### src/rtl/uart_rx_fsm.sv
// ---------------------------------------------------------------------------
// uart_rx_fsm
//
// UART receive framer placed directly after the rx falling-edge detector.
// Leaves IDLE on the detector's start-edge pulse, re-checks the start bit at
// mid-bit, then shifts in DATA_BITS data bits LSB first. An optional parity
// bit follows, then the stop bit. The received word is presented with a
// one-cycle strobe: rx_valid for a good stop bit, rx_frame_err for a low one.
//
// Optional feature macro: UART_RX_PARITY_EN
//   defined   -> PARITY state present, parity checked (even/odd by PARITY_ODD)
//   undefined -> no parity bit in the frame, rx_parity_err tied low
//
// Parameters:
//   BAUD_DIV   clock cycles per UART bit (>= 4)
//   DATA_BITS  data bits per frame (5..8)
//   PARITY_ODD 0 = even parity, 1 = odd parity (parity build only)
//
// Ports:
//   clk            system clock, rising edge
//   arst_n         asynchronous active-low reset
//   rx             serial line, already synchronised to clk, idle high
//   rx_negedge_det one-cycle start-edge pulse from the edge detector
//   rx_data        last received word, LSB = first bit on the line
//   rx_valid       one-cycle strobe: frame received with a good stop bit
//   rx_frame_err   one-cycle strobe: stop bit sampled low
//   rx_parity_err  one-cycle strobe: parity mismatch, coincident with
//                  rx_valid or rx_frame_err
//   rx_busy        high in every state except IDLE
// ---------------------------------------------------------------------------
module uart_rx_fsm #(
    parameter int unsigned BAUD_DIV   = 868,
    parameter int unsigned DATA_BITS  = 8,
    parameter int unsigned PARITY_ODD = 0
) (
    input  logic                 clk,
    input  logic                 arst_n,
    input  logic                 rx,
    input  logic                 rx_negedge_det,
    output logic [DATA_BITS-1:0] rx_data,
    output logic                 rx_valid,
    output logic                 rx_frame_err,
    output logic                 rx_parity_err,
    output logic                 rx_busy
);

    localparam int unsigned CNT_W = $clog2(BAUD_DIV);
    localparam int unsigned IDX_W = $clog2(DATA_BITS + 1);
    localparam int unsigned HALF  = BAUD_DIV >> 1;

    localparam logic [CNT_W-1:0] CNT_HALF = CNT_W'(HALF - 1);
    localparam logic [CNT_W-1:0] CNT_LAST = CNT_W'(BAUD_DIV - 1);
    localparam logic [IDX_W-1:0] IDX_LAST = IDX_W'(DATA_BITS - 1);

    if (BAUD_DIV < 4 || DATA_BITS < 5 || DATA_BITS > 8 || PARITY_ODD > 1) begin : g_param_check
        $error("uart_rx_fsm: illegal parameter value");
    end

    typedef enum logic [2:0] {
        IDLE   = 3'd0,
        START  = 3'd1,
        DATA   = 3'd2,
`ifdef UART_RX_PARITY_EN
        PARITY = 3'd3,
`endif
        STOP   = 3'd4
    } state_t;

    state_t               state;
    state_t               next_state;
    logic [CNT_W-1:0]     cnt;
    logic [IDX_W-1:0]     idx;
    logic [DATA_BITS-1:0] shreg;

    logic bit_end;
    logic data_sample;
    logic stop_sample;
    logic cnt_clr;

    // ------------------------------------------------------------------
    // State register
    // ------------------------------------------------------------------
    always_ff @(posedge clk or negedge arst_n) begin
        if (!arst_n) begin
            state <= IDLE;
        end else begin
            state <= next_state;
        end
    end

    // ------------------------------------------------------------------
    // Next-state logic and sampling strobes
    // ------------------------------------------------------------------
    always_comb begin
        next_state  = state;
        bit_end     = (cnt == CNT_LAST);
        data_sample = 1'b0;
        stop_sample = 1'b0;

        case (state)
            IDLE: begin
                if (rx_negedge_det) begin
                    next_state = START;
                end
            end
            START: begin
                // Mid-bit re-check; a high line here is a glitch, not a start bit.
                if (cnt == CNT_HALF) begin
                    next_state = rx ? IDLE : DATA;
                end
            end
            DATA: begin
                if (bit_end) begin
                    data_sample = 1'b1;
                    if (idx == IDX_LAST) begin
`ifdef UART_RX_PARITY_EN
                        next_state = PARITY;
`else
                        next_state = STOP;
`endif
                    end
                end
            end
`ifdef UART_RX_PARITY_EN
            PARITY: begin
                if (bit_end) begin
                    next_state = STOP;
                end
            end
`endif
            STOP: begin
                if (bit_end) begin
                    stop_sample = 1'b1;
                    next_state  = IDLE;
                end
            end
            default: begin
                next_state = IDLE;
            end
        endcase
    end

    // Counter restarts on every state entry and on each DATA bit boundary,
    // so every sample point after START lands one full bit-time later.
    assign cnt_clr = (state == IDLE) || (state != next_state) || data_sample;

    always_ff @(posedge clk or negedge arst_n) begin
        if (!arst_n) begin
            cnt <= '0;
        end else if (cnt_clr) begin
            cnt <= '0;
        end else begin
            cnt <= cnt + 1'b1;
        end
    end

    // ------------------------------------------------------------------
    // Bit index and shift register (LSB-first: new bits enter at the MSB)
    // ------------------------------------------------------------------
    always_ff @(posedge clk or negedge arst_n) begin
        if (!arst_n) begin
            idx   <= '0;
            shreg <= '0;
        end else begin
            if (state != DATA) begin
                idx <= '0;
            end else if (data_sample) begin
                idx <= idx + 1'b1;
            end
            if (data_sample) begin
                shreg <= {rx, shreg[DATA_BITS-1:1]};
            end
        end
    end

    // ------------------------------------------------------------------
    // Registered outputs
    // ------------------------------------------------------------------
    always_ff @(posedge clk or negedge arst_n) begin
        if (!arst_n) begin
            rx_data      <= '0;
            rx_valid     <= 1'b0;
            rx_frame_err <= 1'b0;
        end else begin
            rx_valid     <= stop_sample & rx;
            rx_frame_err <= stop_sample & ~rx;
            if (stop_sample) begin
                rx_data <= shreg;
            end
        end
    end

`ifdef UART_RX_PARITY_EN
    logic par_bit;

    always_ff @(posedge clk or negedge arst_n) begin
        if (!arst_n) begin
            par_bit       <= 1'b0;
            rx_parity_err <= 1'b0;
        end else begin
            if (state == PARITY && bit_end) begin
                par_bit <= rx;
            end
            rx_parity_err <= stop_sample & ((^shreg) ^ 1'(PARITY_ODD) ^ par_bit);
        end
    end
`else
    assign rx_parity_err = 1'b0;
`endif

    assign rx_busy = (state != IDLE);

endmodule

### config.mk
export PLATFORM = sky130hd
export DESIGN_NAME = uart_rx_fsm
export DESIGN_NICKNAME = d
export VERILOG_FILES = /design/src/rtl/uart_rx_fsm.sv
export SDC_FILE = /design/constraint.sdc
export NUM_CORES = 1
export LEC_CHECK = 0
export CAP_MARGIN = 0
export CELL_PAD_IN_SITES_DETAIL_PLACEMENT = 0
export CELL_PAD_IN_SITES_GLOBAL_PLACEMENT = 2
export CORE_AREA = 2 2 61 86
export CTS_BUF_LIST = sky130_fd_sc_hd__clkbuf_4
export CTS_CLUSTER_DIAMETER = 80
export DETAILED_ROUTE_END_ITERATION = 7
export DIE_AREA = 0 0 63 88
export PLACE_DENSITY = 0.82
export SLEW_MARGIN = 20
export SYNTH_ARGS = -nofsm -noshare
export SYNTH_HDL_FRONTEND = slang
export SYNTH_SLANG_ARGS = --single-unit
### constraint.sdc
create_clock -name clk -period 1.8 [get_ports clk]
set_input_delay 0.54 -clock clk [delete_from_list [all_inputs] [get_ports clk]]
set_output_delay 0.54 -clock clk [all_outputs]
set_load 0.01 [all_outputs]
==> metrics <==
largest net degree at the start of global routing 36; Worst Hold Class register to register; gp weighted congestion 0.745; CP bufs+invs 1; cts bufs inserted 5; Post-synth EDFFs 0; fin crit share 99.3%; startpoint types register; top cells by area, synth dfrtp_1 (52%), mux2_2 (11%), nor4_4 (2.5%); fraction of layout cells with a size suffix above 1 34.6%; drt wl/cell between 10 and 15 um; Design Area, Final ~2200 um^2; die width 63 um; Main synth FF type dfrtp_1; reg2reg start cnt[0]$_DFF_PN0_; top-area cell type share of the netlist area 52.4%; r2r setup slk 0.03 ns; total grt overflow 0; area grow syn2layout 33.1%; CP top delay family flip-flops; H-tree levels 2; Vias/cell 5.09; pwr dens 860 nW/um^2; Crit Reg-Reg Endpoint rx_data[3]$_DFFE_PN0P_; first-pass GRT wire length about 6.2 mm; Clock Path Buffers 2; post-synthesis async set-or-reset flop share 100%; worst-path maximum fanout 2; Post-Syn Area 1670 um^2; fin worst setup slack 0.0120 ns; Worst Setup End Kind output pin; critical path data arrival time roughly 1.3 ns; Routed Antenna Nets 0; Yosys top cell by area dfrtp_1; Antenna Diode Count 0; Gate Count Post-Synth roughly 140; syn_area_per_cell 12.2 um^2; CTS root buffer clkbuf_4; hold path cells 1; Vias between 1000 and 1500; height of the die approximately 88 um; CP Data Required Time 1.26 ns; R2R cell count 6; Seq/Total Area, Yosys 52.4%; DR DRC count 0; leakage 1.11 nW; #FFs+latches synth 35; outcome completed; post-DP HPWL 2.37 mm; die footprint 5540 um^2; Setup Skew 0.0163 ns; Max-cap violations 0; CTS tree built; later-pin clock latency in the skew report 0.34 ns; GRT Util Overall 14.4%; Core ar. 4770 um^2; area post-placement 2020 um^2; Place WS -0.257 ns; 1st-iter DRT viols 30; Crit Path Class register to output pin; fmax 559 MHz; # nets final 186; hold-fix buffers at CTS 0; Worst-path clk slew ~0.11 ns; Ys Warns 0; clk sink count 35; Final min period around 1.8 ns; net count after synthesis 144; Final Hold Vio Count 0; final WL 3.48 mm; initial antenna violation count 0; row count 30; WHS Endpoint rx_data[2]$_DFFE_PN0P_; Initial Utilization 35.0%; CP Cell Sequence or3_1 -> buf_2; vias in the first global route 1324; RSZ-0062 raised after global routing yes; min-delay src rx_data[2]$_DFFE_PN0P_; max-slew violations 0; PortBufs 14; Setup violations, final 0; crit-path max cell delay just over 0.4 ns; TNS Setup 0 ns; Top Ports 16; Pre-antenna DRT Iters 4; CP max-delay cell dfrtp_1; Synth cell types 42; maximum VDD drop 689 uV
stage by stage:
| stage | utilization [%] | cells | total power [W] | hold WS (ns) |
|---|---|---|---|---|
| finish | 46.6 | 243 | 0.00191 | 0.511 |
| global route | 46.6 | 243 | 0.00206 | 0.532 |
| CTS | 45.0 | 243 | 0.00193 | 0.519 |
| detailed placement | 42.4 | 229 | 0.00148 | 0.495 |
| global placement | 42.4 | 229 | 0.00145 | 0.487 |
| floorplan | - | 137 | 0.00130 | 0.244 |
cell usage in the layout, fill, tap and decap left out, types with 4 or more instances in the layout:
cell,instances
nand4_1,6
nand3_1,4
buf_6,4
o21ai_0,4
clkbuf_4,5
mux2_4,13
clkdlybuf4s50_1,6
dfrtp_1,34
dlymetal6s2s_1,7
or3_1,5
or3b_4,4
a22oi_1,5
buf_4,21
a21oi_1,7
cell type report:
| cell class | count | area [um^2] |
|---|---|---|
| clock inverters | 2 | 8.76 |
| multi-input cells | 94 | 833 |
| fillers | 479 | 2540 |
| flip-flops and latches | 35 | 877 |
| clock buffers | 5 | 37.5 |
| repair buffers | 40 | 375 |
| inverters | 3 | 11.3 |
| well taps | 64 | 80.1 |
cell families (layout without fill, tap and decap cells):
logic type	Yosys count	count (layout)	share of synthesized area, %
and+or+nand+nor	44	44	18.7
other	1	1	0.225
buffers and inverters	8	50	2.62
DFF	35	35	52.4
AOI/OAI and AO/OA	24	24	9.74
adders and majority gates	3	3	2.25
xor gates and xnor gates	4	4	2.10
muxes	18	18	12.0
cells in the mapped netlist, types with 2 or more instances:
master    number
o31ai_1        3
inv_1          3
mux2_2        16
or3_1          5
a21oi_1        7
xnor2_1        3
nor2_1         2
dfrtp_1       35
or3b_2         2
mux2i_1        2
ha_1           3
nor3b_1        3
nand2b_1       2
nand2_1        3
nor3_1         2
o21ai_0        4
nand4_1        6
nor4_1         3
nor4_4         2
or4_1          2
a22oi_1        5
nand3_1        4
worst max-delay path by stage:
| stage | from | to | slack (ns) | cells after the start |
|---|---|---|---|---|
| 6_report | state[1]$_DFF_PN0_ | rx_busy | 0.01 | 2 |
| 5_1_grt | state[2]$_DFF_PN0_ | rx_busy | -0.05 | 2 |
| 4_1_cts | state[2]$_DFF_PN0_ | rx_busy | -0.001 | 2 |
| 3_5_place_dp | rx | state[1]$_DFF_PN0_ | -0.26 | 4 |
| 3_3_place_gp | rx | state[1]$_DFF_PN0_ | -0.23 | 4 |
| 2_1_floorplan | cnt[4]$_DFF_PN0_ | rx_data[0]$_DFFE_PN0P_ | -0.08 | 4 |
sequential cells by signal (all words and copies together), names as in the netlist:
register,count
rx_valid,1
rx_frame_err,1
rx_data,8
idx,4
state,3
shreg,8
cnt,10
routing by layer:
metal,share of wire [%],wire [um],global-route usage (%)
met1,40,1380,15.6
met2,56,1940,27.6
met3,3.2,110,3.21
met4,1.5,54,4.85
met5,0,0,0
repair_timing:
| action | in CTS | in global routing |
|---|---|---|
| cloned | 1 | 0 |
| endpoints found under the setup margin | 15 | 32 |
| pin swaps | 4 | 3 |
| resized for setup | 12 | 24 |
| setup buffers | 6 | 0 |
where the power goes:
part           leakage (nW)  switching (W)  total [W]  internal (W)
sequential            0.470      0.0000732   0.000939      0.000866
combinational         0.607       0.000319   0.000583      0.000264
clock                0.0285       0.000252   0.000391      0.000138
total                  1.11       0.000644    0.00191       0.00127
(Power assumes the default switching activity.)
